**src/rtl/switch_stats_monitor.sv**
```systemverilog
// switch_stats_monitor: per-port accept/drop/deliver statistics, in-flight tracking and drain checker
module switch_stats_monitor #(
  parameter int NUM_PORTS  = 4,
  parameter int CNT_W      = 16,
  parameter int DRAIN_TO_W = 16
) (
  input  logic                                clk,
  input  logic                                rst_n,
  input  logic [NUM_PORTS-1:0]                valid_in,
  input  logic [NUM_PORTS*NUM_PORTS-1:0]      target_in,
  input  logic [NUM_PORTS-1:0]                fifo_full,
  input  logic [NUM_PORTS-1:0]                valid_out,
  input  logic                                clear,
  input  logic                                snap_req,
  output logic                                snap_done,
  input  logic [$clog2(NUM_PORTS)-1:0]        rd_port,
  input  logic [1:0]                          rd_sel,
  output logic [CNT_W-1:0]                    rd_data,
  input  logic                                drain_req,
  input  logic [DRAIN_TO_W-1:0]               drain_to,
  output logic                                drain_busy,
  output logic                                drain_ok,
  output logic                                drain_fail,
  output logic [CNT_W+$clog2(NUM_PORTS):0]    inflight,
  output logic [NUM_PORTS-1:0]                sat_flag,
  output logic                                underflow
);
  localparam int PW = $clog2(NUM_PORTS);
  localparam int IW = CNT_W + PW + 1;
  localparam int WW = $clog2(NUM_PORTS + 1);
  localparam int SW = $clog2(NUM_PORTS * NUM_PORTS + 1);
  typedef enum logic [1:0] {IDLE, DRAIN, DONE} state_t;
  state_t state;
  logic [CNT_W-1:0] cnt    [NUM_PORTS][3];
  logic [CNT_W-1:0] cnt_n  [NUM_PORTS][3];
  logic [CNT_W-1:0] shadow [NUM_PORTS][3];
  logic [2:0] ovf [NUM_PORTS];
  logic [WW-1:0] w [NUM_PORTS];
  logic [WW-1:0] inc_a [NUM_PORTS];
  logic [WW-1:0] inc_d [NUM_PORTS];
  logic [NUM_PORTS-1:0] sat_n;
  logic [SW-1:0] acc_sum, dlv_sum;
  logic [IW:0] inf_add;
  logic [IW-1:0] inf_n;
  logic uf;
  logic [CNT_W-1:0] rd_mux;
  logic [DRAIN_TO_W-1:0] timer, timer_dec;
  function automatic logic [WW-1:0] popcnt(input logic [NUM_PORTS-1:0] m);
    logic [WW-1:0] c;
    c = '0;
    for (int j = 0; j < NUM_PORTS; j++) c = c + WW'(m[j]);
    return c;
  endfunction
  // MSB of the result flags an attempted overflow; the value is clamped to all-ones
  function automatic logic [CNT_W:0] sat_add(input logic [CNT_W-1:0] c, input logic [WW-1:0] inc);
    logic [CNT_W:0] s;
    s = {1'b0, c} + (CNT_W+1)'(inc);
    return s[CNT_W] ? {1'b1, {CNT_W{1'b1}}} : s;
  endfunction
  always_comb begin
    acc_sum = '0;
    dlv_sum = '0;
    sat_n = sat_flag;
    cnt_n = cnt;
    ovf = '{default: '0};
    w = '{default: '0};
    inc_a = '{default: '0};
    inc_d = '{default: '0};
    for (int i = 0; i < NUM_PORTS; i++) begin
      w[i] = popcnt(target_in[i*NUM_PORTS +: NUM_PORTS]);
      inc_a[i] = (valid_in[i] && !fifo_full[i]) ? w[i] : '0;
      inc_d[i] = (valid_in[i] && fifo_full[i]) ? w[i] : '0;
      {ovf[i][0], cnt_n[i][0]} = sat_add(cnt[i][0], inc_a[i]);
      {ovf[i][1], cnt_n[i][1]} = sat_add(cnt[i][1], inc_d[i]);
      {ovf[i][2], cnt_n[i][2]} = sat_add(cnt[i][2], WW'(valid_out[i]));
      sat_n[i] = sat_flag[i] | (|ovf[i]);
      acc_sum = acc_sum + SW'(inc_a[i]);
      dlv_sum = dlv_sum + SW'(valid_out[i]);
    end
    inf_add = {1'b0, inflight} + (IW+1)'(acc_sum);
    uf = inf_add < (IW+1)'(dlv_sum);
    inf_n = uf ? '0 : IW'(inf_add - (IW+1)'(dlv_sum));
    timer_dec = timer - DRAIN_TO_W'(1);
  end
  // unmatched ports and select 3 fall through to zero
  always_comb begin
    rd_mux = '0;
    for (int i = 0; i < NUM_PORTS; i++)
      rd_mux = (rd_port == PW'(i) && rd_sel != 2'd3) ? shadow[i][rd_sel] : rd_mux;
  end
  always_ff @(posedge clk) begin
    if (!rst_n) begin
      state      <= IDLE;
      cnt        <= '{default: '0};
      shadow     <= '{default: '0};
      inflight   <= '0;
      sat_flag   <= '0;
      underflow  <= 1'b0;
      drain_busy <= 1'b0;
      drain_ok   <= 1'b0;
      drain_fail <= 1'b0;
      timer      <= '0;
      snap_done  <= 1'b0;
      rd_data    <= '0;
    end else begin
      snap_done <= snap_req;
      rd_data   <= rd_mux;
      if (snap_req) shadow <= cnt;
      if (clear) begin
        cnt        <= '{default: '0};
        inflight   <= '0;
        sat_flag   <= '0;
        underflow  <= 1'b0;
        drain_ok   <= 1'b0;
        drain_fail <= 1'b0;
        drain_busy <= 1'b0;
        state      <= IDLE;
      end else begin
        cnt       <= cnt_n;
        inflight  <= inf_n;
        sat_flag  <= sat_n;
        underflow <= underflow | uf;
        case (state)
          IDLE:
            if (drain_req) begin
              state      <= DRAIN;
              timer      <= drain_to;
              drain_ok   <= 1'b0;
              drain_fail <= 1'b0;
              drain_busy <= 1'b1;
            end
          DRAIN:
            if (inflight == '0) begin
              state    <= DONE;
              drain_ok <= 1'b1;
            end else if (timer_dec == '0) begin
              state      <= DONE;
              drain_fail <= 1'b1;
            end else
              timer <= timer_dec;
          DONE: begin
            state      <= IDLE;
            drain_busy <= 1'b0;
          end
          default: state <= IDLE;
        endcase
      end
    end
  end
endmodule

```
**config.mk**
```make
export PLATFORM = sky130hd
export DESIGN_NAME = switch_stats_monitor
export DESIGN_NICKNAME = d
export VERILOG_FILES = /design/src/rtl/switch_stats_monitor.sv
export SDC_FILE = /design/constraint.sdc
export NUM_CORES = 1
export LEC_CHECK = 0
export ABC_AREA = 1
export CAP_MARGIN = 30
export CORE_MARGIN = 8
export CORE_UTILIZATION = 56
export DETAILED_ROUTE_END_ITERATION = 12
export GPL_TIMING_DRIVEN = 1
export PLACE_DENSITY = 0.82
export SYNTH_ARGS = -nofsm -noshare
export SYNTH_HDL_FRONTEND = slang
export SYNTH_SLANG_ARGS = --single-unit
```
**constraint.sdc**
```tcl
create_clock -name clk -period 16.29 [get_ports clk]
set_clock_uncertainty 0.15 [all_clocks]
set_input_delay 4.0725 -clock clk [delete_from_list [all_inputs] [get_ports clk]]
set_output_delay 4.0725 -clock clk [all_outputs]
set_load 0.005 [all_outputs]
```
## Word-level counts from Yosys, hierarchy flattened

Index checks and enable logic that the tools add are counted.

| word-level totals | value |
|---|---|
| RAM bits | 0 |
| memories | 0 |
| bits in latches | 0 |
| ROM bits | 0 |
| flip-flop bits (word level) | 446 |

| operators by class | value |
|---|---|
| reduce and logical (&&, ||, !) cells | 33 |
| equality and inequality tests | 12 |
| mux-type cells | 52 |
| $mul | 0 |
| bitwise gates (word level) | 8 |
| magnitude comparators | 2 |
| shift operators | 0 |
| add/subtract/negate cells | 33 |
| div/mod/pow operators | 0 |

Operators with widths:

| cell | count |
|---|---|
| $mux 16 | 15 |
| $mux 17 | 12 |
| $add 16x3->17 | 8 |
| $bmux 16 s2 | 4 |
| $add 16x1->17 | 4 |
| $pmux 16 s2 | 1 |
| $mux 3 | 8 |
| $add 19x5->20 | 1 |
| $lt 20x4->1 | 1 |
| $logic_not 19->1 | 1 |
| $sub 19x4->19 | 1 |
| $logic_not 16->1 | 1 |
| $sub 16x1->16 const B | 1 |
| $add 2x1->3 | 5 |
| $reduce_or 3->1 | 5 |
| $add 3x1->3 | 4 |
| $logic_and 1x1->1 | 12 |
| $ne 2x2->1 const B | 6 |
| $add 1x1->2 | 5 |
| $eq 2x2->1 const B | 3 |
| $mux 2 | 3 |
| $pmux 1 s2 | 3 |
| $add 4x3->5 | 1 |
| $add 5x3->5 | 1 |
| other kinds (18) | 34 |

## Longest topological paths before layout

| depth | value |
|---|---|
| depth after elaboration | 10 |
| depth in mapped cells | 28 |

## Worst setup path before layout

OpenSTA, ideal clock, no wires.

| timing | value |
|---|---|
| path type | input-to-reg |
| start | input target_in[12] |
| end | register inflight[15] |
| buffers on the path | 1 |
| arrival time | 8721 ps |
| data required time | 16025 ps |
| cell stages on the path | 27 |
| path slack | 7304 ps |
| cells stage by stage | fa_1 ha_1 inv_1 nor2_1 xnor2_1 inv_1 ha_1 a21o_1 inv_1 fa_1 fa_1 inv_1 ha_1 fa_1 ha_1 inv_1 or2_2 nand2_1 nor2_1 nand2_1 nor2_1 nand3_2 inv_2 nand4_2 nand2_4 buf_6 nor2_1 |

| between the ends | value |
|---|---|
| longest elaborated chain between the ends | 8 |
| elaborated cells between the ends (all ways) | 9 |

Ends and longest elaborated chain:

| item | line | source |
|---|---|---|
| from (decl) | 10 | `input logic [NUM_PORTS*NUM_PORTS-1:0] target_in,` |
| $add 1x1->2 * | 51 | `for (int j = 0; j < NUM_PORTS; j++) c = c + WW'(m[j]);` |
| $add 2x1->3 * | 51 |  |
| $add 3x1->3 * | 51 |  |
| $mux 3 * | 71 | `inc_a[i] = (valid_in[i] && !fifo_full[i]) ? w[i] : '0;` |
| $add 5x3->5 * | 77 | `acc_sum = acc_sum + SW'(inc_a[i]);` |
| $add 19x5->20 * | 80 | `inf_add = {1'b0, inflight} + (IW+1)'(acc_sum);` |
| $lt 20x4->1 | 81 | `uf = inf_add < (IW+1)'(dlv_sum);` |
| $reduce_or 3->1 (no source line) | -- |  |
| to (signal assigned) | 120 | `inflight <= inf_n;` |
| to (decl) | 24 | `output logic [CNT_W+$clog2(NUM_PORTS):0] inflight,` |

Mark *: on every way between the ends. The rest lies on a longest branch, timed or not.
A chain may end at the register's enable or synchronous reset.

## Final worst setup path

| timing | value |
|---|---|
| start | input target_in[12] |
| end | register inflight[13] |

Same word-level chain as after synthesis.

==> results.py <==
metrics = {
    "synth": {
        "syn_nets": 3193,
        "yosysWarningCount": 0,
        "yosysSeqAreaShare_pct": 40.67,
        "syn_area_um2": 21960,
        "synth_edf_count": 0,
        "synthFlopType": "dfxtp_1",
        "syn_inst": 3065,
        "synth-async-reset-ratio_pct": 0,
        "ys_ff_latch": 446,
        "yosysUniqueCellTypes": 50,
        "syn_area_per_cell_um2": 7.163,
    },
    "global_routing": {
        "grt_antenna_before_repair": 0,
        "first_global_vias": 19870,
        "grt_start_max_net_pins": 122,
        "grtUsageTotal_pct": 24.82,
        "grt_overflow_total": 0,
        "grt_pass1_wl_um": 96900,
    },
    "die": {
        "ioPinCount": 97,
        "design.die.area_um2": 45800,
        "chipHeight_um": 214.0,
        "start_util_pct": 56.81,
        "rows": 72,
        "die_x_um": 214.0,
        "core-area_um2": 38650,
    },
    "clock_network": {
        "cts_buffers": 48,
        "cts.clk_slew.worst_paths_ns": 0.06,
        "clk_root_buffer_cell": "clkbuf_16",
        "insertion_delay_ns": 0.59,
        "cts_resized": 0,
        "clock_path_buffers": 3,
        "postCtsSetupRepairBufs": 0,
        "cts_max_level": 2,
        "postCtsHoldBufs": 0,
        "clock_sinks": 446,
        "cts_tree": "built",
    },
    "critical_path": {
        "cp.arrival_ns": 10.00,
        "start_kind": "input pin",
        "worst_path_max_delay_cell": "fa_1",
        "path_class": "input pin to flop",
        "cp_max_fo": 4,
        "cp_slowest_stage_delay_ns": 0.54,
        "critPathCaptureType": "flop",
        "worstPathRequired_ns": 16.61,
    },
    "finish": {
        "fin_area_um2": 24740,
        "fin_cells": 3642,
        "num-nets-final": 3218,
        "drive_gt1_share_pct": 5.378,
        "antennaDiodeCount": 0,
        "areaGrowthSynthToFinish_pct": 12.69,
    },
    "run": {
        "drv_cap": 0,
    },
    "timing": {
        "worst_pin_slew_ns": 1.030,
        "hold_viol_final": 0,
        "max_freq_mhz": 103.3,
        "rsz0062_at_grt": "no",
        "setup-violations-final": 0,
        "finalCriticalPeriod_ns": 9.680,
        "fin_crit_sh_pct": 59.42,
        "whs_ns": 0.3088,
        "slew_headroom_pct": 31.07,
        "tns_ns": 0,
        "report.final.slew_viol_count": 0,
    },
    "pwr": {
        "p_per_area_nw_per_um2": 111.0,
        "peakVddDrop_uv": 78.01,
        "leakage_uw": 0.01025,
    },
    "placed_design": {
        "placed_cell_area_um2": 23150,
        "place_inst": 3557,
        "place_congestion": 0.8854,
        "post-dp-hpwl_um": 40670,
        "port_buffers": 96,
    },
    "detailed_routing": {
        "wl_per_cell_um": 16.28,
        "dr.pass1.iters": 6,
        "wl_um": 59280,
        "viasPerCell": 5.694,
        "ant_nets": 0,
        "num_vias": 20740,
        "drc": 0,
        "drt-initial-drc-count": 2055,
    },
    "run_status": {
        "status": "completed",
    },
    "hold_path": {
        "hold_class": "flop to flop",
    },
}
synth_stat cells (3+ instances only):
master / count / area share [%]
nand3_1: 142 / 3.2
or2_1: 3 / 0.085
or2_2: 4 / 0.11
o221ai_1: 14 / 0.56
fa_1: 18 / 1.6
o21ai_1: 7 / 0.16
clkbuf_1: 112 / 1.9
dfxtp_1: 446 / 41
o31ai_1: 6 / 0.21
mux2i_1: 3 / 0.14
buf_2: 9 / 0.21
o211ai_1: 13 / 0.44
o22ai_1: 6 / 0.17
inv_1: 400 / 6.8
nor2_2: 17 / 0.48
buf_6: 3 / 0.15
nor2_4: 5 / 0.26
nand3_2: 5 / 0.23
a31oi_1: 49 / 1.4
nand3b_1: 10 / 0.34
o21ai_0: 339 / 7.7
nand2_2: 10 / 0.28
inv_2: 8 / 0.14
a21oi_1: 323 / 7.4
nand4_1: 32 / 0.91
nor2_1: 330 / 5.6
nor4_1: 12 / 0.34
buf_1: 12 / 0.21
nor3_1: 48 / 1.1
xnor2_1: 12 / 0.48
a211oi_1: 7 / 0.24
xor2_1: 80 / 3.2
o21a_1: 7 / 0.24
nand2_1: 489 / 8.4
nor3_2: 7 / 0.32
nor3_4: 3 / 0.22
ha_1: 57 / 3.2
kinds of logic after synthesis:
group                    synth area share [%]
XOR/XNOR                                3.670
adder cells (fa/ha/maj)                 4.889
multiplexers                           0.1881
AND/OR/NAND/NOR                         22.30
buffers and inverters                   9.471
flip-flops                              40.67
AO/OA/AOI/OAI                           18.82
per-stage QoR:
step | util [%] | power, uW | setup slack [ns]
3_5_place_dp | 59.89 | 1668 | 6.100
4_1_cts | 63.95 | 2749 | 6.647
3_3_place_gp | 59.81 | 1652 | 6.247
6_report | 64.02 | 2747 | 6.610
2_1_floorplan | - | 1515 | 7.304
5_1_grt | 64.02 | 2865 | 6.351
layout by cell type, fill, tap and decap left out, drive strengths merged, types with 2 or more instances in the layout:
cell	count
o21a	7
nor3	58
o221ai	14
mux2i	3
a31o	2
nand2	501
inv	410
nand4	35
xor2	80
or2	7
o21ai	346
fa	18
buf	18
dfxtp	446
nor2	352
a311oi	2
clkdlybuf4s50	92
a21oi	323
a31oi	49
o31ai	6
xnor2	12
bufinv	3
clkbuf	61
o211ai	13
nand3b	10
clkinvlp	8
o22ai	6
nand3	147
clkinv	12
nor4	12
a211oi	7
ha	57
layer usage:
| layer | vias to the layer above | share of wire, % | GRT usage [%] |
|---|---|---|---|
| met5 | - | 0 | 0 |
| met4 | 0 | 4.1 | 10.98 |
| met1 | 9685 | 43 | 31.26 |
| li1 | 10100 | - | - |
| met3 | 154 | 7.2 | 4.330 |
| met2 | 794 | 46 | 41.28 |
layout make-up:
class                           count  area, um2
Tap cell                          518      648.1
Clock buffer                       60       1338
Timing Repair Buffer              111       1102
Clock inverter                     24      230.2
Sequential cell                   446       8929
Fill cell                        3272      13910
Inverter                          409       1539
Multi-Input combinational cell   2074      10960
critical path, delay by kind of cell:
family / cells / cell delay [ns]
adder cells (fa/ha/maj): 8 / 2.96
AND/OR/NAND/NOR: 7 / 1.49
buffers and inverters: 5 / 0.65
AO/OA/AOI/OAI: 3 / 0.47
XOR/XNOR: 2 / 0.34
flip-flops by register name (all words and copies together), names as in the netlist:
register and flops:
snap_done 1, rd_data 16, state 2, drain_busy 1
sat_flag 4, underflow 1, inflight 19, drain_fail 1
cnt 192, drain_ok 1, shadow 192, timer 16
report_power, final:
part / switching, uW / total [uW] / internal [uW]
Clock: 460 / 1090 / 630
Combinational: 309 / 481 / 172
Sequential: 37.7 / 1180 / 1140
path summary, 6_finish.rpt:
check,start,endpoint,slack (ns),cells past startpoint
worst max-delay path,target_in[12],inflight[13]$_SDFF_PP0_,6.61,25
worst max register to register,inflight[0]$_SDFF_PP0_,inflight[13]$_SDFF_PP0_,11.39,20
worst min-delay path,shadow[48]$_SDFFE_PN0P_,shadow[48]$_SDFFE_PN0P_,0.31,2
worst min register to register,shadow[48]$_SDFFE_PN0P_,shadow[48]$_SDFFE_PN0P_,0.31,2
No activity file was read; power rests on OpenSTA's default activity.
